`config.mk`:
```
export PLATFORM = sky130hd
export DESIGN_NAME = execute_stage
export DESIGN_NICKNAME = d
export VERILOG_FILES = /design/src/rtl/execute_stage_pkg.sv /design/src/rtl/execute_stage_forwarding.sv /design/src/rtl/execute_stage.sv
export SDC_FILE = /design/constraint.sdc
export NUM_CORES = 1
export LEC_CHECK = 0
export CAP_MARGIN = 20
export CORE_MARGIN = 2
export CORE_UTILIZATION = 41
export DETAILED_ROUTE_END_ITERATION = 10
export DONT_BUFFER_PORTS = 1
export HOLD_SLACK_MARGIN = 0.12
export PLACE_DENSITY = 0.67
export SLEW_MARGIN = 20
export SYNTH_ARGS = -nofsm -noshare
export SYNTH_HDL_FRONTEND = slang
export SYNTH_SLANG_ARGS = --single-unit
```
`constraint.sdc`:
```
create_clock -name clk -period 7.15 [get_ports clk]
set_input_delay 1.43 -clock clk [delete_from_list [all_inputs] [get_ports clk]]
set_output_delay 1.43 -clock clk [all_outputs]
set_load 0.005 [all_outputs]
```
`src/rtl/execute_stage_pkg.sv`:
```
// Shared constants for the execute stage: control-bundle bit positions, ALUOp and funct codes,
// and the forwarding-source selection used by the ForwardingUnit.
package execute_stage_pkg;

    localparam int unsigned WB_REGWRITE  = 1;
    localparam int unsigned WB_MEMTOREG  = 0;

    localparam int unsigned MEM_BRANCH   = 2;
    localparam int unsigned MEM_MEMREAD  = 1;
    localparam int unsigned MEM_MEMWRITE = 0;

    localparam int unsigned EXE_REGDST   = 3;
    localparam int unsigned EXE_ALUOP_HI = 2;
    localparam int unsigned EXE_ALUOP_LO = 1;
    localparam int unsigned EXE_ALUSRC   = 0;

    typedef enum logic [1:0] {
        ALUOP_ADD   = 2'b00,
        ALUOP_SUB   = 2'b01,
        ALUOP_FUNCT = 2'b10,
        ALUOP_OR    = 2'b11
    } aluOp_e;

    typedef enum logic [5:0] {
        FN_SLL  = 6'h00,
        FN_SRL  = 6'h02,
        FN_SRA  = 6'h03,
        FN_ADD  = 6'h20,
        FN_ADDU = 6'h21,
        FN_SUB  = 6'h22,
        FN_SUBU = 6'h23,
        FN_AND  = 6'h24,
        FN_OR   = 6'h25,
        FN_XOR  = 6'h26,
        FN_NOR  = 6'h27,
        FN_SLT  = 6'h2A,
        FN_SLTU = 6'h2B
    } funct_e;

    typedef enum logic [1:0] {
        FWD_REG,
        FWD_MEM,
        FWD_WB
    } fwdSel_e;

    // MEM stage is checked first so the youngest in-flight value wins; r0 never forwards.
    function automatic fwdSel_e pickSource(
        input logic [4:0] src,
        input logic       memRegWrite,
        input logic [4:0] memRd,
        input logic       wbRegWrite,
        input logic [4:0] wbRd
    );
        if (memRegWrite && memRd != '0 && memRd == src)
            return FWD_MEM;
        else if (wbRegWrite && wbRd != '0 && wbRd == src)
            return FWD_WB;
        else
            return FWD_REG;
    endfunction

endpackage

```
`src/rtl/execute_stage_forwarding.sv`:
```
// ForwardingUnit: resolves ALU operands A and B from the register file, MEM stage or WB stage.
module ForwardingUnit
    import execute_stage_pkg::*;
(
    input  logic [4:0]  in_rs,
    input  logic [4:0]  in_rt,
    input  logic [31:0] inRegA,
    input  logic [31:0] inRegB,
    input  logic        MEM_regwrite,
    input  logic [4:0]  MEM_rd,
    input  logic [31:0] MEM_result,
    input  logic        WB_regwrite,
    input  logic [4:0]  WB_rd,
    input  logic [31:0] WB_data,
    output logic [31:0] fwdA,
    output logic [31:0] fwdB
);

    fwdSel_e selA;
    fwdSel_e selB;

    assign selA = pickSource(in_rs, MEM_regwrite, MEM_rd, WB_regwrite, WB_rd);
    assign selB = pickSource(in_rt, MEM_regwrite, MEM_rd, WB_regwrite, WB_rd);

    always_comb begin
        fwdA = inRegA;
        case (selA)
            FWD_MEM: fwdA = MEM_result;
            FWD_WB:  fwdA = WB_data;
            default: fwdA = inRegA;
        endcase
    end

    always_comb begin
        fwdB = inRegB;
        case (selB)
            FWD_MEM: fwdB = MEM_result;
            FWD_WB:  fwdB = WB_data;
            default: fwdB = inRegB;
        endcase
    end

endmodule

```
`src/rtl/execute_stage.sv`:
```
// Pipeline execute stage: operand forwarding, inline ALU and the EX/MEM pipeline register.
module execute_stage
    import execute_stage_pkg::*;
(
    input  logic        clk,
    input  logic        rst,
    input  logic [1:0]  inWB,
    input  logic [2:0]  inMEM,
    input  logic [3:0]  inEXE,
    input  logic [31:0] inInstructionAddress,
    input  logic [31:0] inRegA,
    input  logic [31:0] inRegB,
    input  logic [31:0] inInstruction_ls,
    input  logic [4:0]  in_rs,
    input  logic [4:0]  in_rt,
    input  logic [4:0]  inRT_rd,
    input  logic        MEM_regwrite,
    input  logic [4:0]  MEM_rd,
    input  logic [31:0] MEM_result,
    input  logic        WB_regwrite,
    input  logic [4:0]  WB_rd,
    input  logic [31:0] WB_data,
    input  logic        inFlush,
    output logic [1:0]  outWB,
    output logic [2:0]  outMEM,
    output logic [31:0] outALUResult,
    output logic [31:0] outWriteData,
    output logic [4:0]  outRegDest,
    output logic        outZero,
    output logic        outOverflow,
    output logic [31:0] outInstructionAddress,
    output logic        EXE_mem_read,
    output logic [4:0]  EXE_rd
);

    logic [31:0] opA;
    logic [31:0] fwdB;
    logic [31:0] opB;
    logic [31:0] sum;
    logic [31:0] diff;
    logic        addOvf;
    logic        subOvf;
    logic [4:0]  shamt;
    aluOp_e      aluOp;
    funct_e      funct;
    logic [31:0] aluResult;
    logic        overflow;

    ForwardingUnit forwarding (
        .in_rs        (in_rs),
        .in_rt        (in_rt),
        .inRegA       (inRegA),
        .inRegB       (inRegB),
        .MEM_regwrite (MEM_regwrite),
        .MEM_rd       (MEM_rd),
        .MEM_result   (MEM_result),
        .WB_regwrite  (WB_regwrite),
        .WB_rd        (WB_rd),
        .WB_data      (WB_data),
        .fwdA         (opA),
        .fwdB         (fwdB)
    );

    assign EXE_mem_read = inMEM[MEM_MEMREAD];
    assign EXE_rd       = in_rt;

    assign opB   = inEXE[EXE_ALUSRC] ? inInstruction_ls : fwdB;
    assign aluOp = aluOp_e'(inEXE[EXE_ALUOP_HI:EXE_ALUOP_LO]);
    assign funct = funct_e'(inInstruction_ls[5:0]);
    assign shamt = inInstruction_ls[10:6];

    // Signed overflow from operand/result sign bits; only reported for the trapping add/sub forms.
    assign sum    = opA + opB;
    assign diff   = opA - opB;
    assign addOvf = (opA[31] == opB[31]) && (sum[31] != opA[31]);
    assign subOvf = (opA[31] != opB[31]) && (diff[31] != opA[31]);

    always_comb begin
        aluResult = '0;
        overflow  = 1'b0;
        case (aluOp)
            ALUOP_ADD: begin aluResult = sum;  overflow = addOvf; end
            ALUOP_SUB: begin aluResult = diff; overflow = subOvf; end
            ALUOP_OR:  aluResult = opA | opB;
            ALUOP_FUNCT: begin
                case (funct)
                    FN_ADD:  begin aluResult = sum;  overflow = addOvf; end
                    FN_ADDU: aluResult = sum;
                    FN_SUB:  begin aluResult = diff; overflow = subOvf; end
                    FN_SUBU: aluResult = diff;
                    FN_AND:  aluResult = opA & opB;
                    FN_OR:   aluResult = opA | opB;
                    FN_XOR:  aluResult = opA ^ opB;
                    FN_NOR:  aluResult = ~(opA | opB);
                    FN_SLT:  aluResult = {31'b0, $signed(opA) < $signed(opB)};
                    FN_SLTU: aluResult = {31'b0, opA < opB};
                    FN_SLL:  aluResult = opB << shamt;
                    FN_SRL:  aluResult = opB >> shamt;
                    FN_SRA:  aluResult = $signed(opB) >>> shamt;
                    default: aluResult = '0;
                endcase
            end
            default: aluResult = '0;
        endcase
    end

    always_ff @(posedge clk) begin
        if (rst) begin
            outWB                 <= '0;
            outMEM                <= '0;
            outALUResult          <= '0;
            outWriteData          <= '0;
            outRegDest            <= '0;
            outZero               <= 1'b0;
            outOverflow           <= 1'b0;
            outInstructionAddress <= '0;
        end else begin
            outWB                 <= inFlush ? '0 : inWB;
            outMEM                <= inFlush ? '0 : inMEM;
            outALUResult          <= aluResult;
            outWriteData          <= fwdB;
            outRegDest            <= inEXE[EXE_REGDST] ? inRT_rd : in_rt;
            outZero               <= (aluResult == '0);
            outOverflow           <= overflow;
            outInstructionAddress <= inInstructionAddress;
        end
    end

endmodule

```
==> flow_metrics.py, run 1 <==
metrics = {
    "synthesis": {
        "synth.yosys.warnings": 0,
        "synthesis.nets": 2873,
        "synth_most_common_cell": "nand2_1",
        "ys_seq_area_share_pct": 12.4,
        "yosysTopAreaCell": "dfxtp_1",
        "yosys_register_bits": 108,
        "synthArstFlopShare_pct": 0,
        "synth_top_cell_area_share_pct": 12.4,
        "syn_avg_cell_area_um2": 6.85,
        "synth_cell_types": 90,
        "synthTopCellsByArea": "dfxtp_1 12%, o21ai_0 7.2%, ha_1 6.9%",
        "synth_ff_type": "dfxtp_1",
        "synth-edff-count": 0,
        "yosys-top-cells-count": "259 x nand2_1, 249 x o21ai_0, 226 x nor2_1",
        "syn_area_um2": 17400,
        "syn_inst": 2544,
    },
    "power": {
        "power.switching_mw": 1.60,
        "pwr-share-clk_pct": 16.7,
        "power_frac_comb_pct": 62.7,
        "pwr-share-seq_pct": 20.6,
        "leakagePower_nw": 8.37,
        "cellPowerDensity_nw_per_um2": 158,
        "internal-power_mw": 1.68,
        "irDropWorstVdd_v": 0.000135,
        "netSwitchingFraction_pct": 48.8,
    },
    "setup_path": {
        "cp_max_fo": 18,
        "cp_num_buf_inv": 7,
        "cp-end-kind": "register",
        "cp-start-kind": "input pin",
        "path_depth": 26,
        "cp.required_ps": 7490,
        "cp_slowest_cell": "or4_1",
        "cp_slowest_stage_delay_ps": 530,
        "crit_top_cell": "buf_4",
        "cp_top_family": "compound AO/OA/AOI/OAI gates",
        "worstSetupPathType": "in -> reg",
        "crit_arrival_ps": 7390,
    },
    "finish": {
        "drive_above_1_share_pct": 19.2,
        "nFillCells": 4260,
        "synthToLayoutAreaGrowth_pct": 19.6,
        "final_area_um2": 20800,
        "final_cell_count_no_fill": 3295,
        "nNetsFinal": 3074,
        "utilization_pct": 49.7,
    },
    "worst_hold_path": {
        "hold_depth": 1,
        "hold_class": "in -> reg",
        "min_from": "rst",
        "worstHoldEndpoint": "outInstructionAddress[1]",
    },
    "timing": {
        "relSlewSlack_pct": 12.6,
        "fmax_ghz": 0.142,
        "setup_viol": 0,
        "finalHoldViolCount": 0,
        "slew_violations": 0,
        "finalCriticalPeriod_ps": 7050,
        "finalCritPeriodShare_pct": 98.6,
        "tightestPinTransition_ps": 1300,
    },
    "clocking": {
        "tritoncts": "done",
        "cts_max_level": 3,
        "cts_buffer_depth": 2,
        "ctsHoldBuffers": 0,
        "cts_made_buffers": 9,
        "clock_sinks": 108,
        "clk_pin_slew_worst_paths_ps": 100,
        "cts-root-buf": "clkbuf_16",
    },
    "global_route": {
        "grt_overflow": 0,
        "antenna_found_initial": 5,
        "grt_pass1_wl_mm": 171,
        "grt_max_degree": 110,
        "grt_use_total_pct": 53.8,
        "grt_pass1_vias": 22700,
    },
    "status": {
        "run_status": "completed",
    },
    "route": {
        "viasPerCell": 7.48,
        "drtAntennaViolNets": 0,
        "drc": 0,
        "wire_per_inst_um": 37.3,
        "drtIter0Drc": 4344,
        "drtPass1Iterations": 7,
        "wl_mm": 123,
        "vias": 24600,
    },
    "die": {
        "core_region_area_um2": 41900,
        "die_h_um": 210,
        "dieArea_um2": 44200,
        "io_pins": 345,
        "initial_utilization_pct": 41.5,
        "die_w_um": 210,
        "rows": 75,
    },
    "place": {
        "hpwl_mm": 96.5,
        "dp_cells": 3270,
        "io_buffers": 0,
        "place_congestion": 1.17,
        "place_area_um2": 20300,
    },
    "job": {
        "max_cap_viol_count": 0,
    },
}
power groups by stage:
stage | Sequential (mW) | Clock [mW] | Combinational (mW)
floorplan | 0.680 | 0 | 1.05
global placement | 0.690 | 0 | 1.89
detailed placement | 0.692 | 0 | 1.90
CTS | 0.678 | 0.546 | 1.91
global route | 0.682 | 0.574 | 2.10
finish | 0.678 | 0.550 | 2.06
logic make-up (layout without fill, tap and decap cells):
kind of cell | Yosys count | in the layout | share of synthesized area, %
DFF | 108 | 108 | 12.4
xor gates and xnor gates | 69 | 69 | 3.47
muxes | 141 | 141 | 9.58
other | 0 | 6 | 0
adders and majority gates | 98 | 98 | 7.13
buffers and inverters | 328 | 534 | 7.48
and+or+nand+nor | 870 | 870 | 23.5
AOI/OAI and AO/OA | 930 | 930 | 36.4
per-layer routing:
metal	up-vias	global-route usage, %	part of all wire (%)
met5	-	0	0.034
met4	4	42.1	10
met3	662	24.2	16
met2	2558	75.2	39
met1	11500	63.7	35
li1	9908	-	-
state kept, by name, indices dropped and copies added (netlist names):
| register | cells |
|---|---|
| outWB | 2 |
| outRegDest | 5 |
| outInstructionAddress | 32 |
| outZero | 1 |
| outALUResult | 32 |
| outWriteData | 32 |
| outMEM | 3 |
| outOverflow | 1 |
worst max-delay path by stage:
stage / slack (ps) / to / startpoint
2_1_floorplan: 240 / outZero / MEM_rd[2]
6_report: 100 / outZero / WB_rd[0]
3_3_place_gp: -330 / outZero / WB_rd[0]
5_1_grt: -30 / outZero / MEM_rd[2]
4_1_cts: 30 / outZero / WB_rd[0]
3_5_place_dp: -540 / outZero / WB_rd[0]
final cells by class:
type | instances | area [µm²] | area share, %
timing repair buffer | 404 | 3070 | 14.7
multi-input combinational | 2108 | 14200 | 68.1
inverter | 114 | 428 | 2.05
clock buffer | 10 | 239 | 1.15
sequential | 108 | 2160 | 10.4
tap | 539 | 674 | 3.24
antenna | 6 | 15.0 | 0.0721
clock inverter | 6 | 63.8 | 0.306
metrics by stage:
stage | setup TNS [ps] | setup slack [ps] | power [mW] | hold WS [ps]
2_1_floorplan | 0 | 237 | 1.73 | 1550
3_3_place_gp | -745 | -328 | 2.58 | 1510
3_5_place_dp | -1190 | -538 | 2.59 | 1510
4_1_cts | 0 | 34.2 | 3.13 | 1090
5_1_grt | -26.0 | -26.0 | 3.36 | 1090
6_report | 0 | 98.9 | 3.29 | 1110
what timing repair did:
item,in CTS,in global routing
buffers inserted,0,2
gates resized for setup,3,25
pin swaps,0,6
endpoints found under the setup margin,1,4
cloned,0,0
placed cells by master, fill, tap and decap left out, drive strengths merged, types with 88 or more instances in the layout:
cell type	n
nand2	259
buf	403
o21ai	250
a21oi	144
mux2i	112
nor3	88
nor2	226
inv	116
ha	96
dfxtp	108
No activity file was read; power rests on OpenSTA's default activity.
==> run 2, diff against run 1 <==
Settings changed: CORE_UTILIZATION 41 to 25, PLACE_DENSITY 0.67 to 0.5.
==> flow_metrics.py, run 2 (same netlist as run 1, synthesis figures left out) <==
metrics = {
    "finish": {
        "utilization_pct": 30.4,
        "final_cell_mix": "362 x buf_4, 259 x nand2_1, 246 x o21ai_0",
        "nFillCells": 7666,
        "nNetsFinal": 3035,
        "mostFrequentLayoutCell": "buf_4",
        "drive_above_1_share_pct": 17.4,
        "synthToLayoutAreaGrowth_pct": 19.9,
        "reg.largest.list": "outALUResult: 32 flops, outInstructionAddress: 32 flops, outWriteData: 32 flops",
    },
    "timing": {
        "fmax_ghz": 0.141,
        "slew_violations": 0,
        "setup_viol": 0,
        "finalHoldViolCount": 0,
        "finalWorstSetupSlack_ps": 81.7,
        "finalCritPeriodShare_pct": 98.9,
        "relSlewSlack_pct": 13.2,
        "finalCriticalPeriod_ps": 7070,
        "tightestPinTransition_ps": 1290,
    },
    "job": {
        "max_cap_viol_count": 0,
    },
    "setup_path": {
        "cp-startpoint": "WB_rd[0]",
        "cp.required_ps": 7480,
        "cp_max_fo": 4,
        "cp_slowest_stage_delay_ps": 570,
        "path_cells": "or4_1 > o211ai_1 > o21ai_0 > a311oi_1 > nor2_1 > inv_1 > ha_1 > inv_1 > fa_1 > o21ba_2 > or4_1 > nand3_1 > buf_4 > xnor2_1 > a32oi_1 > o211ai_1 > a2111oi_0 > nand4b_1 > o32ai_1 > buf_4 > nand4_1 > nor4_2 > nand4_1 > nor3_2",
        "cp-end-kind": "register",
        "crit_arrival_ps": 7390,
        "cp-start-kind": "input pin",
        "crit_end": "outZero",
        "cp_slowest_cell": "or4_1",
        "worstSetupPathType": "in -> reg",
    },
    "worst_hold_path": {
        "hold_class": "in -> reg",
        "hold_depth": 1,
    },
    "place": {
        "place_ws_ps": -366,
        "io_buffers": 0,
        "hpwl_mm": 98.8,
        "place_congestion": 1.06,
    },
    "clocking": {
        "cts_made_buffers": 9,
        "clock_sinks": 108,
        "tritoncts": "done",
        "cts_buffer_depth": 2,
        "ctsHoldBuffers": 0,
        "cts-root-buf": "clkbuf_16",
        "cts_max_level": 3,
        "clk_pin_slew_worst_paths_ps": 130,
    },
    "global_route": {
        "grt_max_degree": 110,
        "grt_pass1_vias": 21500,
        "grt_overflow": 0,
        "antenna_found_initial": 14,
        "grt_pass1_wl_mm": 168,
        "grt_use_total_pct": 33.0,
    },
    "die": {
        "core_region_area_um2": 68800,
        "dieArea_um2": 71800,
        "rows": 96,
        "die_w_um": 268,
        "initial_utilization_pct": 25.3,
        "io_pins": 345,
        "die_h_um": 268,
    },
    "power": {
        "irDropWorstVdd_v": 0.0000972,
        "leakagePower_nw": 8.14,
        "cellPowerDensity_nw_per_um2": 153,
    },
    "status": {
        "run_status": "completed",
    },
    "route": {
        "wire_per_inst_um": 33.6,
        "drtPass1Iterations": 8,
        "vias": 22800,
        "drc": 0,
        "drtAntennaViolNets": 0,
        "wl_mm": 123,
        "drtIter0Drc": 3289,
        "viasPerCell": 6.25,
    },
}
run 2: cell count changes in the layout (fill, tap and decap cells not counted), sizes merged:
cell	previous run	this run
buf	403	365
clkinvlp	1	0
bufinv	0	1
clkbuf	11	10
diode	6	12
run 2: where the power goes:
part           switching, mW  internal (mW)  leakage (nW)  total [mW]
Clock                  0.310          0.277         0.149       0.587
Sequential            0.0287          0.649         0.897       0.678
Combinational           1.18          0.743          7.09        1.93
run 2: worst max-delay path: cells and delay by family:
family	cells	cell delay, ps
adders and majority gates	2	620
AOI/OAI and AO/OA	8	2330
and+or+nand+nor	9	2380
xor gates and xnor gates	1	60
buffers and inverters	4	570
run 2: layout make-up:
class,instances,area [µm²],share of cell area (%)
Clock inverter,6,68.8,0.329
Inverter,114,428,2.05
Multi-Input combinational cell,2108,14000,67.2
Clock buffer,10,229,1.10
Antenna cell,12,30.0,0.144
Tap cell,931,1160,5.58
Sequential cell,108,2160,10.3
Timing Repair Buffer,365,2780,13.3
run 2: layer usage:
metal / wire (µm) / part of all wire (%) / track usage [%]
met4: 9340 / 7.6 / 20.8
met5: 79 / 0.064 / 0
met1: 47300 / 38 / 40.2
met3: 14500 / 12 / 10.5
met2: 51700 / 42 / 50.1
run 2: what timing repair did:
action | 4_1_cts | 5_1_grt
gates resized for setup | 0 | 9
buffers inserted | 0 | 0
setup endpoints to repair | 0 | 4
run 2: how the worst min path moves through the flow:
stage / startpoint / to
CTS: rst / outALUResult[25]
finish: rst / outALUResult[25]
floorplan: inMEM[0] / outMEM[0]
global placement: rst / outInstructionAddress[8]
detailed placement: rst / outInstructionAddress[10]
global route: rst / outInstructionAddress[20]
run 2: stage by stage:
stage	total power, mW	hold WS, ps	setup TNS, ps	instances	cell area, µm²
4_1_cts	3.12	1070	0	3642	20800
2_1_floorplan	1.73	1550	0	2544	17400
6_report	3.19	1090	0	3654	20900
3_3_place_gp	2.54	1510	-549	3626	20500
5_1_grt	3.30	1080	-68.4	3649	20900
3_5_place_dp	2.53	1510	-491	3626	20500
